### config.mk
export PLATFORM = sky130hd
export DESIGN_NAME = serial_subtractor
export DESIGN_NICKNAME = d
export VERILOG_FILES = /design/src/rtl/serial_arith_pkg.sv /design/src/rtl/serial_subtractor_half_sub.sv /design/src/rtl/serial_subtractor.sv
export SDC_FILE = /design/constraint.sdc
export NUM_CORES = 1
export LEC_CHECK = 0
export CAP_MARGIN = 15
export CORE_AREA = 8 8 65 67
export CTS_CLUSTER_SIZE = 30
export DETAILED_ROUTE_END_ITERATION = 16
export DIE_AREA = 0 0 73 75
export GPL_ROUTABILITY_DRIVEN = 0
export GPL_TIMING_DRIVEN = 0
export PLACE_DENSITY_LB_ADDON = 0.08
export SYNTH_ARGS = -nofsm -noshare
export SYNTH_HDL_FRONTEND = slang
export SYNTH_HIERARCHICAL = 1
export SYNTH_SLANG_ARGS = --single-unit
### constraint.sdc
create_clock -name clk -period 1.5 [get_ports clk]
set_input_delay 0.3 -clock clk [delete_from_list [all_inputs] [get_ports clk]]
set_output_delay 0.3 -clock clk [all_outputs]
set_load 0.01 [all_outputs]
### src/rtl/serial_arith_pkg.sv
// Shared types and defaults for the bit-serial arithmetic cells.
// Latency: none (declarations only).
// Backpressure: none (declarations only).
package serial_arith_pkg;

  // Default operand and result width of the serial datapaths.
  localparam int DEFAULT_W = 8;

  // Control FSM states of the serial subtractor.
  typedef enum logic [1:0] {
    ST_IDLE  = 2'd0,
    ST_SHIFT = 2'd1,
    ST_DONE  = 2'd2
  } state_t;

endpackage : serial_arith_pkg

### src/rtl/serial_subtractor_half_sub.sv
// Half-subtractor cell: single-bit x - y giving difference and borrow.
// Latency: purely combinational.
// Backpressure: none.
module half_sub (
  input  logic x,
  input  logic y,
  output logic d,
  output logic b
);

  // The difference bit is the XOR; a borrow occurs only for 0 - 1.
  assign d = x ^ y;
  assign b = ~x & y;

endmodule : half_sub

### src/rtl/serial_subtractor.sv
// Bit-serial unsigned subtractor, diff = (a - b) mod 2^W, processed LSB first.
// Latency: done pulses W cycles after the edge that accepts start.
// Backpressure: start is only honoured in IDLE or DONE; it is ignored while busy.
import serial_arith_pkg::*;

module serial_subtractor #(
  parameter int W = DEFAULT_W
) (
  input  logic         clk,
  input  logic         rst,
  input  logic         start,
  input  logic [W-1:0] a,
  input  logic [W-1:0] b,
  output logic         busy,
  output logic         done,
  output logic [W-1:0] diff,
  output logic         borrow
);

  // Counter wide enough to hold 0..W.
  localparam int CW = $clog2(W + 1);
  localparam logic [CW-1:0] LAST_CNT = CW'(W - 1);

  state_t          r_state;
  logic [W-1:0]    r_a;
  logic [W-1:0]    r_b;
  logic [W-1:0]    r_diff;
  logic            r_bq;
  logic [CW-1:0]   r_cnt;
  logic            r_busy;
  logic            r_done;
  logic            r_borrow;

  logic            w_x;
  logic            w_y;
  logic            w_t;
  logic            w_b1;
  logic            w_d;
  logic            w_b2;
  logic            w_bout;
  logic            w_last;
  logic [W-1:0]    w_diff_shift;

  // Current operand bits come from the LSBs of the shift registers.
  assign w_x = r_a[0];
  assign w_y = r_b[0];

  // First stage subtracts the operand bits.
  half_sub u_hs_op (
    .x (w_x),
    .y (w_y),
    .d (w_t),
    .b (w_b1)
  );

  // Second stage subtracts the incoming borrow from the partial difference.
  half_sub u_hs_bin (
    .x (w_t),
    .y (r_bq),
    .d (w_d),
    .b (w_b2)
  );

  // The two stages can never both borrow, so OR merges them.
  assign w_bout = w_b1 | w_b2;

  // The final bit-step is the one taken while the counter sits at W-1.
  assign w_last = (r_cnt == LAST_CNT);

  // New difference bits enter at the MSB so the LSB ends up at bit 0 after W steps.
  if (W == 1) begin : g_diff_w1
    assign w_diff_shift = w_d;
  end else begin : g_diff_wn
    assign w_diff_shift = {w_d, r_diff[W-1:1]};
  end

  // Control FSM plus datapath registers; all outputs are registered here.
  always_ff @(posedge clk or posedge rst) begin
    if (rst) begin
      r_state  <= ST_IDLE;
      r_a      <= '0;
      r_b      <= '0;
      r_diff   <= '0;
      r_bq     <= 1'b0;
      r_cnt    <= '0;
      r_busy   <= 1'b0;
      r_done   <= 1'b0;
      r_borrow <= 1'b0;
    end else begin
      case (r_state)
        ST_IDLE: begin
          r_done <= 1'b0;
          if (start) begin
            r_state  <= ST_SHIFT;
            r_a      <= a;
            r_b      <= b;
            r_bq     <= 1'b0;
            r_cnt    <= '0;
            r_diff   <= '0;
            r_borrow <= 1'b0;
            r_busy   <= 1'b1;
          end
        end

        ST_SHIFT: begin
          r_a    <= r_a >> 1;
          r_b    <= r_b >> 1;
          r_diff <= w_diff_shift;
          r_bq   <= w_bout;
          r_cnt  <= r_cnt + CW'(1);
          if (w_last) begin
            r_state  <= ST_DONE;
            r_busy   <= 1'b0;
            r_done   <= 1'b1;
            r_borrow <= w_bout;
          end
        end

        ST_DONE: begin
          // A start here chains straight into the next operation.
          r_done <= 1'b0;
          if (start) begin
            r_state  <= ST_SHIFT;
            r_a      <= a;
            r_b      <= b;
            r_bq     <= 1'b0;
            r_cnt    <= '0;
            r_diff   <= '0;
            r_borrow <= 1'b0;
            r_busy   <= 1'b1;
          end else begin
            r_state <= ST_IDLE;
          end
        end

        default: begin
          r_state <= ST_IDLE;
          r_busy  <= 1'b0;
          r_done  <= 1'b0;
        end
      endcase
    end
  end

  assign busy   = r_busy;
  assign done   = r_done;
  assign diff   = r_diff;
  assign borrow = r_borrow;

endmodule : serial_subtractor

[Word level (Yosys, flattened, before mapping)]
Cells that the tools add are included.
Cells by class
  mux-type cells: 21
  bitwise operators: 7
  reductions and logical operators: 7
  $add $sub $neg: 1
  eq/ne operators: 6
Operator list (number)
  $pmux 8 s2: 3
  $mux 8: 3
  $pmux 4 s2: 1
  $mux 1: 7
  $pmux 1 s2: 3
  $pmux 2 s3: 1
  $reduce_and 2->1: 3
  $add 4x1->4 const B: 1
  $eq 4x3->1 const B: 1
  $mux 2: 2
  $mux 4: 1
  $ne 2x2->1 const B: 2
  $reduce_and 3->1: 1
  $and 1x1->1: 2
  $eq 2x1->1 const B: 1
  $eq 2x2->1 const B: 1
  $logic_not 2->1: 1
  $ne 2x1->1 const B: 1
  $not 1->1: 2
  $reduce_bool 2->1: 1
  $reduce_or 2->1: 1
  $xor 1x1->1: 2
  $or 1x1->1: 1
Word-level totals
  word-level logic and storage cells: 51
  flip-flop bits (word level): 34

[Longest topological paths before layout]
Gate-level depths: netlist (run 1).
  depth in word-level cells: 6
  depth in mapped cells: 7

[By module]
The synthesis (run 1) kept the hierarchy.
Modules (own cells, without submodules)
  serial_subtractor: area each 1488.9 µm², cells each 123, instances 1
  half_sub: area each 20.0 µm², cells each 3, instances 2

[Worst setup path before layout (run 1)]
No wires, ideal clock.
  path type: reg-to-reg
  from: register r_b[0]
  to: register r_diff[7], in the netlist diff[7]
  period minus slack after synthesis: 1.299 ns
  cell stages (with the launch flop): 7
  path slack: 0.201 ns
  arrival: 1.178 ns
  data required time: 1.379 ns
  cells stage by stage: dfrtp_1 ha_1 inv_1 inv_1 ha_1 inv_1 a22o_1
On the way
  longest elaborated chain between the ends: 3
Ends and longest elaborated chain
  start, declared: RTL line serial_subtractor.sv:26  | logic [W-1:0] r_b;
  start signal, assigned: RTL line serial_subtractor.sv:107  | r_b <= r_b >> 1;
  $xor 1x1->1: RTL line serial_subtractor_half_sub.sv:12  | assign d = x ^ y;
  named net w_t: RTL line serial_subtractor.sv:36  | logic w_t;
  $xor 1x1->1: RTL line serial_subtractor_half_sub.sv:12
  named net w_d: RTL line serial_subtractor.sv:38  | logic w_d;
  $pmux 8 s2: RTL line serial_subtractor.sv:90  | case (r_state)
  end signal, assigned: RTL line serial_subtractor.sv:108  | r_diff <= w_diff_shift;
  end, declared: RTL line serial_subtractor.sv:27  | logic [W-1:0] r_diff;
The timed path passes the listed nets, and every way through them passes these cells.
A chain may end at the register's enable or synchronous reset.

[Worst setup path after layout (run 1)]
  from: input port start
  to: register r_diff[3], in the netlist diff[3]
On the way
  longest elaborated chain between the ends: 2
Ends and longest elaborated chain
  start, declared: RTL line serial_subtractor.sv:11  | input logic start,
  $ne 2x1->1 (no line)
  $reduce_and 2->1 (no line)
Every way passes these cells.

==> results of run 1 <==
-- Yosys cell counts (all sizes together) --
master / count
buf: 9
o2bb2ai: 1
mux2i: 16
and2: 1
dfrtp: 34
inv: 6
nand3b: 1
ha: 3
nand2b: 2
nor2: 6
nand3: 15
xor2: 1
a22o: 11
and2b: 2
nand2: 2
o32ai: 1
nand4: 1
o21ai: 16
and3b: 1
-- layout by cell type (no fill, tap or decap) --
cell,n
a22o_1,11
and2_1,1
and2b_1,1
and2b_4,1
and3b_1,1
buf_16,1
buf_2,4
buf_4,3
buf_6,1
buf_8,1
clkbuf_1,2
clkbuf_4,5
clkdlybuf4s50_1,18
dfrtp_1,34
dlygate4sd2_1,11
ha_1,3
inv_1,6
mux2i_1,16
nand2_1,2
nand2b_1,2
nand3_1,15
nand3b_1,1
nand4_2,1
nor2_1,5
nor2_8,1
o21ai_1,16
o2bb2ai_1,1
o32ai_1,1
xor2_1,1
-- worst max-delay path, stage by stage --
cell	delay [ps]
clkdlybuf4s50_1	510
and2b_1	330
nor2_8	70
buf_4	190
a22o_1	180
-- path summary, 6_finish.rpt --
kind	to	slack, ps	depth (start not counted)
max	diff[3]	130	5
min	r_b[2]	260	2
max reg2reg	diff[7]	130	6
min reg2reg	r_cnt[3]	470	1
max in group asynchronous	r_cnt[3]	760	3
min in group clk	r_cnt[3]	470	1
-- routing by layer --
metal | GRT usage, % | share of wire [%] | wire length (um) | up-vias
li1 | - | - | - | 534
met1 | 16.08 | 48 | 1559 | 520
met2 | 19.17 | 44 | 1424 | 27
met3 | 6.391 | 6.4 | 206 | 4
met4 | 4.667 | 0.99 | 32 | 0
met5 | 0 | 0 | 0 | -
-- sequential cells by signal, indices dropped and copies added, names as in the netlist --
signal and cells:
borrow 1, busy 1, diff 8, done 1, r_a 8, r_b 8, r_bq 1, r_cnt 4
r_state 2
-- power by group through the flow --
stage                     sequential, W  clock [W]  combinational (W)
after global routing            0.00159   0.000517            0.00194
final                           0.00155   0.000463            0.00172
after global placement          0.00155          0            0.00178
after CTS                       0.00155   0.000477            0.00176
after floorplan                 0.00157          0            0.00121
after detailed placement        0.00156          0            0.00183
-- logic make-up (layout without fill, tap and decap cells) --
group,Yosys count,count (layout),synth area share [%]
and+or+nand+nor,31,31,12.19
DFF,34,34,55.65
xor gates and xnor gates,1,1,0.5729
muxes,16,16,10.47
buffers and inverters,15,52,5.973
adders and majority gates,3,3,2.455
AOI/OAI and AO/OA,29,29,12.68
-- cell type report --
class	count	area share, %
sequential	34	43.96
multi-input combinational	80	30.32
timing repair buffer	30	15.71
buffer	9	3.555
tap	46	2.973
clock buffer	7	2.327
inverter	6	1.164
-- metrics by stage --
step	util (%)	hold slack [ps]
floorplan	-	437.5
global placement	58.07	459.9
detailed placement	58.92	463.3
CTS	59.89	265.2
global route	59.89	286.4
finish	59.89	261.8
==> results.cfg, run 1 <==
[status]
run_status = finished, final reports clean

[finish]
layout.cell_area.non_filler_um2 = 1936
fillCellCount = 303
layout.area.seq_um2 = 850.8
drive_above_1_share_pct = 10.84
area_growth_pct = 26.60
multiInputGateArea_um2 = 586.8
final-instance-count-excl-fill = 212
fin_nets = 188
diodes = 0

[grt]
grt_start_max_net_pins = 26
global_route_wire_length_before_repair_um = 5464
globalRouteOverflowTotal = 0
antenna_found_initial = 0
grtUsageTotal_pct = 13.01
grt_pass1_vias = 1141

[routing]
via_per_inst = 5.118
routed_wl_um = 3223
wire_per_inst_um = 15.20
dr.first_iter.drc_count = 63
number_of_iterations_in_the_first_detailed_routing_pass = 4
drt.antenna.violating_nets = 0
route.vias.total = 1085
post-route-drc-count = 0

[floorplanning]
floorplan.initialDensity_pct = 47.31
placement_rows = 21
core_area_um2 = 3232
die_width_um = 73
floorplan.die_area_um2 = 5475
floorplan.die.height_um = 75
num_io_pins = 30

[power]
power_switching_w = 0.001407
intPower_w = 0.002324
vdd_ir_drop_max_v = 0.0009700
power_density_nw_per_um2 = 1928
p_clk_share_pct = 12.4
seq_power_share_pct = 41.5
power_w = 0.003731
combinational_share_of_power_pct = 46.1
power.leakage_nw = 0.9659
swShare_pct = 37.71

[cts]
cts.repair.resized = 11
clockRootBuffer = clkbuf_4
post_cts_hold_buffer_count = 0
clk_slew_on_worst_s_h_paths_ps = 100
cts-buffers-inserted = 5
cts_htree_levels = 2
postCtsSetupBuffers = 0
cts_tree = built
clock_insertion_delay_worst_skew_ps = 330
tritoncts_sinks = 34
clock_tree_buf_depth = 2

[yosys]
yosysTopAreaCellShare_pct = 55.65
postSynthRegisterBits = 34
synthesis.nets = 151
synth_area_leader_cell = dfrtp_1
seq_area_frac_synth_pct = 55.65
syn-mean-instance-area_um2 = 11.85
postSynthCellCount = 129
synth.top_cells.by_area = dfrtp_1 (56%), mux2i_1 (10%), a22o_1 (6.3%)
netlist_area_um2 = 1529
synthesis.yosys.warnings = 6
yosys.cell_types.count = 24

[worst_setup_path]
critical_path_required_ps = 1720
cp_data_arrival_time_ps = 1580
startpoint = start
worstSetupPathType = primary input to register
r2r_start = r_b[0]
timing.critical_path.to_type = register
setup.worst_path.start_class = primary input
critical_path_fanouts_max = 10

[placed_design]
final_hpwl_from_detailed_placement_um = 2294
placement.cell_area_um2 = 1904
place_worst_setup_slack_ps = -209.3
placed_insts = 205
place.port_buffers = 29

[sta]
fin_worst_skew_ps = 11.35
drv_slew = 0
setup_repair_after_global_routing_missed_its_margin = false
tightest_slew_ps = 457.2
timing.final.hold_violations = 0
clock.fmax_mhz = 732.4
share_of_the_clock_period_used_by_the_worst_path_pct = 91.02
worst_slack_ps = 134.7
fin_setup_tns_ps = 0
slew-limit-headroom_pct = 69.48
setup-violations-final = 0
final_period_minus_worst_setup_slack_ps = 1365

[min_path]
hold_path_class = primary input to asynchronous set/reset pin

[job]
cap_violations = 0
Note: power is estimated with default switching activity, not from simulation.
==> run 2, diff against run 1 <==
--- a/config.mk
+++ b/config.mk
@@ -6,10 +6,11 @@
 export NUM_CORES = 1
 export LEC_CHECK = 0
 export CAP_MARGIN = 15
-export CORE_AREA = 8 8 65 67
+export CORE_AREA = 8 8 63 65
+export CTS_BUF_LIST = sky130_fd_sc_hd__clkbuf_8
 export CTS_CLUSTER_SIZE = 30
 export DETAILED_ROUTE_END_ITERATION = 16
-export DIE_AREA = 0 0 73 75
+export DIE_AREA = 0 0 71 73
 export GPL_ROUTABILITY_DRIVEN = 0
 export GPL_TIMING_DRIVEN = 0
 export PLACE_DENSITY_LB_ADDON = 0.08
==> run 2 against run 1 <==
Via count up 1.9%. Final cell count down 6.1%. Die area shrank 5.3%. Global-route usage rose by 0.64 points. Worst hold slack gained 170 ps. Worst setup slack got worse by 100 ps. Combinational power hardly changed. Maximum frequency fell by 6.8%. Clock power increased by 32%. Sequential power hardly changed. Largest cell class unchanged. Cell area up 1.2%. Clock-buffer cell count is 2 lower.
==> results.cfg, run 2 (synthesis results as in run 1) <==
[sta]
share_of_the_clock_period_used_by_the_worst_path_pct = 97.67
hold-worst-slack_ps = 435.9
drv_slew = 0
tightest_slew_ps = 703.8
fin_setup_tns_ps = 0
setup_repair_after_global_routing_missed_its_margin = false
setup-violations-final = 0
timing.final.hold_violations = 0
final_period_minus_worst_setup_slack_ps = 1465
slew-limit-headroom_pct = 53.03
clock.fmax_mhz = 682.6
fin_worst_skew_ps = 4.749

[finish]
layout.area.seq_um2 = 850.8
drive_above_1_share_pct = 10.84
fin_nets = 188
multiInputGateArea_um2 = 586.8
fillCellCount = 252
highest_count_cells_in_the_layout_ignoring_fill_and_taps = dfrtp_1 (34), clkdlybuf4s50_1 (19), mux2i_1 (16), o21ai_1 (16), nand3_1 (15)
layout_commonest_cell = dfrtp_1
area_growth_pct = 28.15
layout.cell_area.non_filler_um2 = 1959
diodes = 0

[routing]
via_per_inst = 5.558
top_signal_layer_used = met4
post-route-drc-count = 0
route.met2.wl_um = 1529
routed_wl_um = 3233
wire_per_inst_um = 16.25
met1_wirelength_um = 1391
drt.antenna.violating_nets = 0
dr.first_iter.drc_count = 72
route.vias.total = 1106
number_of_iterations_in_the_first_detailed_routing_pass = 4
wl_met3_um = 261

[power]
power_switching_w = 0.001433
vdd_ir_drop_max_v = 0.001057
intPower_w = 0.002471
power.leakage_nw = 1.008
combinational_share_of_power_pct = 44.6
swShare_pct = 36.69
p_clk_share_pct = 15.6
power_density_nw_per_um2 = 1992
seq_power_share_pct = 39.7

[cts]
clockRootBuffer = clkbuf_8
clk_slew_on_worst_s_h_paths_ps = 70
post_cts_hold_buffer_count = 0
tritoncts_sinks = 34
cts_htree_levels = 2
cts-buffers-inserted = 5
clock_insertion_delay_worst_skew_ps = 280
cts_tree = built
clock_tree_buf_depth = 2

[floorplanning]
floorplan.initialDensity_pct = 51.78
floorplan.die.height_um = 73
core_area_um2 = 2953
floorplan.die_area_um2 = 5183
placement_rows = 20
num_io_pins = 30
die_width_um = 71

[worst_setup_path]
timing.critical_path.max_delay_family = buffers and inverters
critical-path-slowest-cell = clkdlybuf4s50_1
worstSetupPathType = register to output port
r2r_start = r_b[0]
worstSetupPathDepth = 1
critical_path_required_ps = 1200
cp_data_arrival_time_ps = 1170
crit_chain = clkdlybuf4s50_1
startpoint = done
timing.critical_path.to_type = output port
setup.worst_path.start_class = register
critical_path_fanouts_max = 2
path_buf_inv = 1
r2r.worst_path.cells = 6
critical-path-max-stage-delay_ps = 540

[grt]
grt_pass1_vias = 1179
antenna_found_initial = 0
grtUsageTotal_pct = 13.65
globalRouteOverflowTotal = 0
global_route_wire_length_before_repair_um = 5540
grt_start_max_net_pins = 20

[placed_design]
placement.cell_area_um2 = 1888
final_hpwl_from_detailed_placement_um = 2282
place.port_buffers = 29

[job]
cap_violations = 0

[status]
run_status = finished, final reports clean

[min_path]
hold_path_class = primary input to asynchronous set/reset pin
==> run 2: repair_timing <==
item,4_1_cts,5_1_grt
pin swaps,0,0
setup endpoints to repair,8,2
buffers inserted,0,0
cloned,0,0
resized for setup,8,2
==> run 2: path summary, 6_finish.rpt <==
check,endpoint,slack [ps]
setup / recovery,done,30
hold / removal,r_a[0],440
setup reg to reg,diff[7],120
hold reg to reg,r_cnt[3],480
max in group asynchronous,r_cnt[2],530
min in group clk,r_cnt[3],480
==> run 2: area by class of cell <==
| type | count | area share, % |
|---|---|---|
| Buffer | 9 | 3.512 |
| Clock buffer | 5 | 3.512 |
| Clock inverter | 2 | 0.3831 |
| Inverter | 6 | 1.149 |
| Multi-Input combinational cell | 80 | 29.95 |
| Sequential cell | 34 | 43.42 |
| Tap cell | 33 | 2.107 |
| Timing Repair Buffer | 30 | 15.96 |
==> run 2: layer usage <==
layer / GRT usage [%] / up-vias
met5: 0 / -
met4: 5.543 / 0
met3: 6.319 / 7
met2: 21.52 / 25
met1: 15.66 / 543
li1: - / 531
==> run 2: power groups by stage <==
stage | logic, W | registers [W] | clock network [W]
floorplan | 0.00121 | 0.00157 | 0
global placement | 0.00177 | 0.00155 | 0
detailed placement | 0.00182 | 0.00156 | 0
CTS | 0.00178 | 0.00156 | 0.000627
global route | 0.00194 | 0.00161 | 0.000668
finish | 0.00174 | 0.00155 | 0.000610
==> run 2: per-stage QoR <==
step	cells	power, W	util (%)	setup WS [ps]
3_3_place_gp	191	0.003321	63.01	-293.5
5_1_grt	199	0.004217	66.36	3.607
2_1_floorplan	129	0.002783	-	201.4
4_1_cts	199	0.003965	66.19	10.17
6_report	199	0.003904	66.36	34.97
3_5_place_dp	192	0.003384	63.94	-214.2
==> run 3, diff against run 2 <==
--- a/config.mk
+++ b/config.mk
@@ -14,6 +14,7 @@
 export GPL_ROUTABILITY_DRIVEN = 0
 export GPL_TIMING_DRIVEN = 0
 export PLACE_DENSITY_LB_ADDON = 0.08
+export SKIP_LAST_GASP = 1
 export SYNTH_ARGS = -nofsm -noshare
 export SYNTH_HDL_FRONTEND = slang
 export SYNTH_HIERARCHICAL = 1
==> results of run 3 <==
The final DEF is identical to that of run 2; final timing and power are the same.
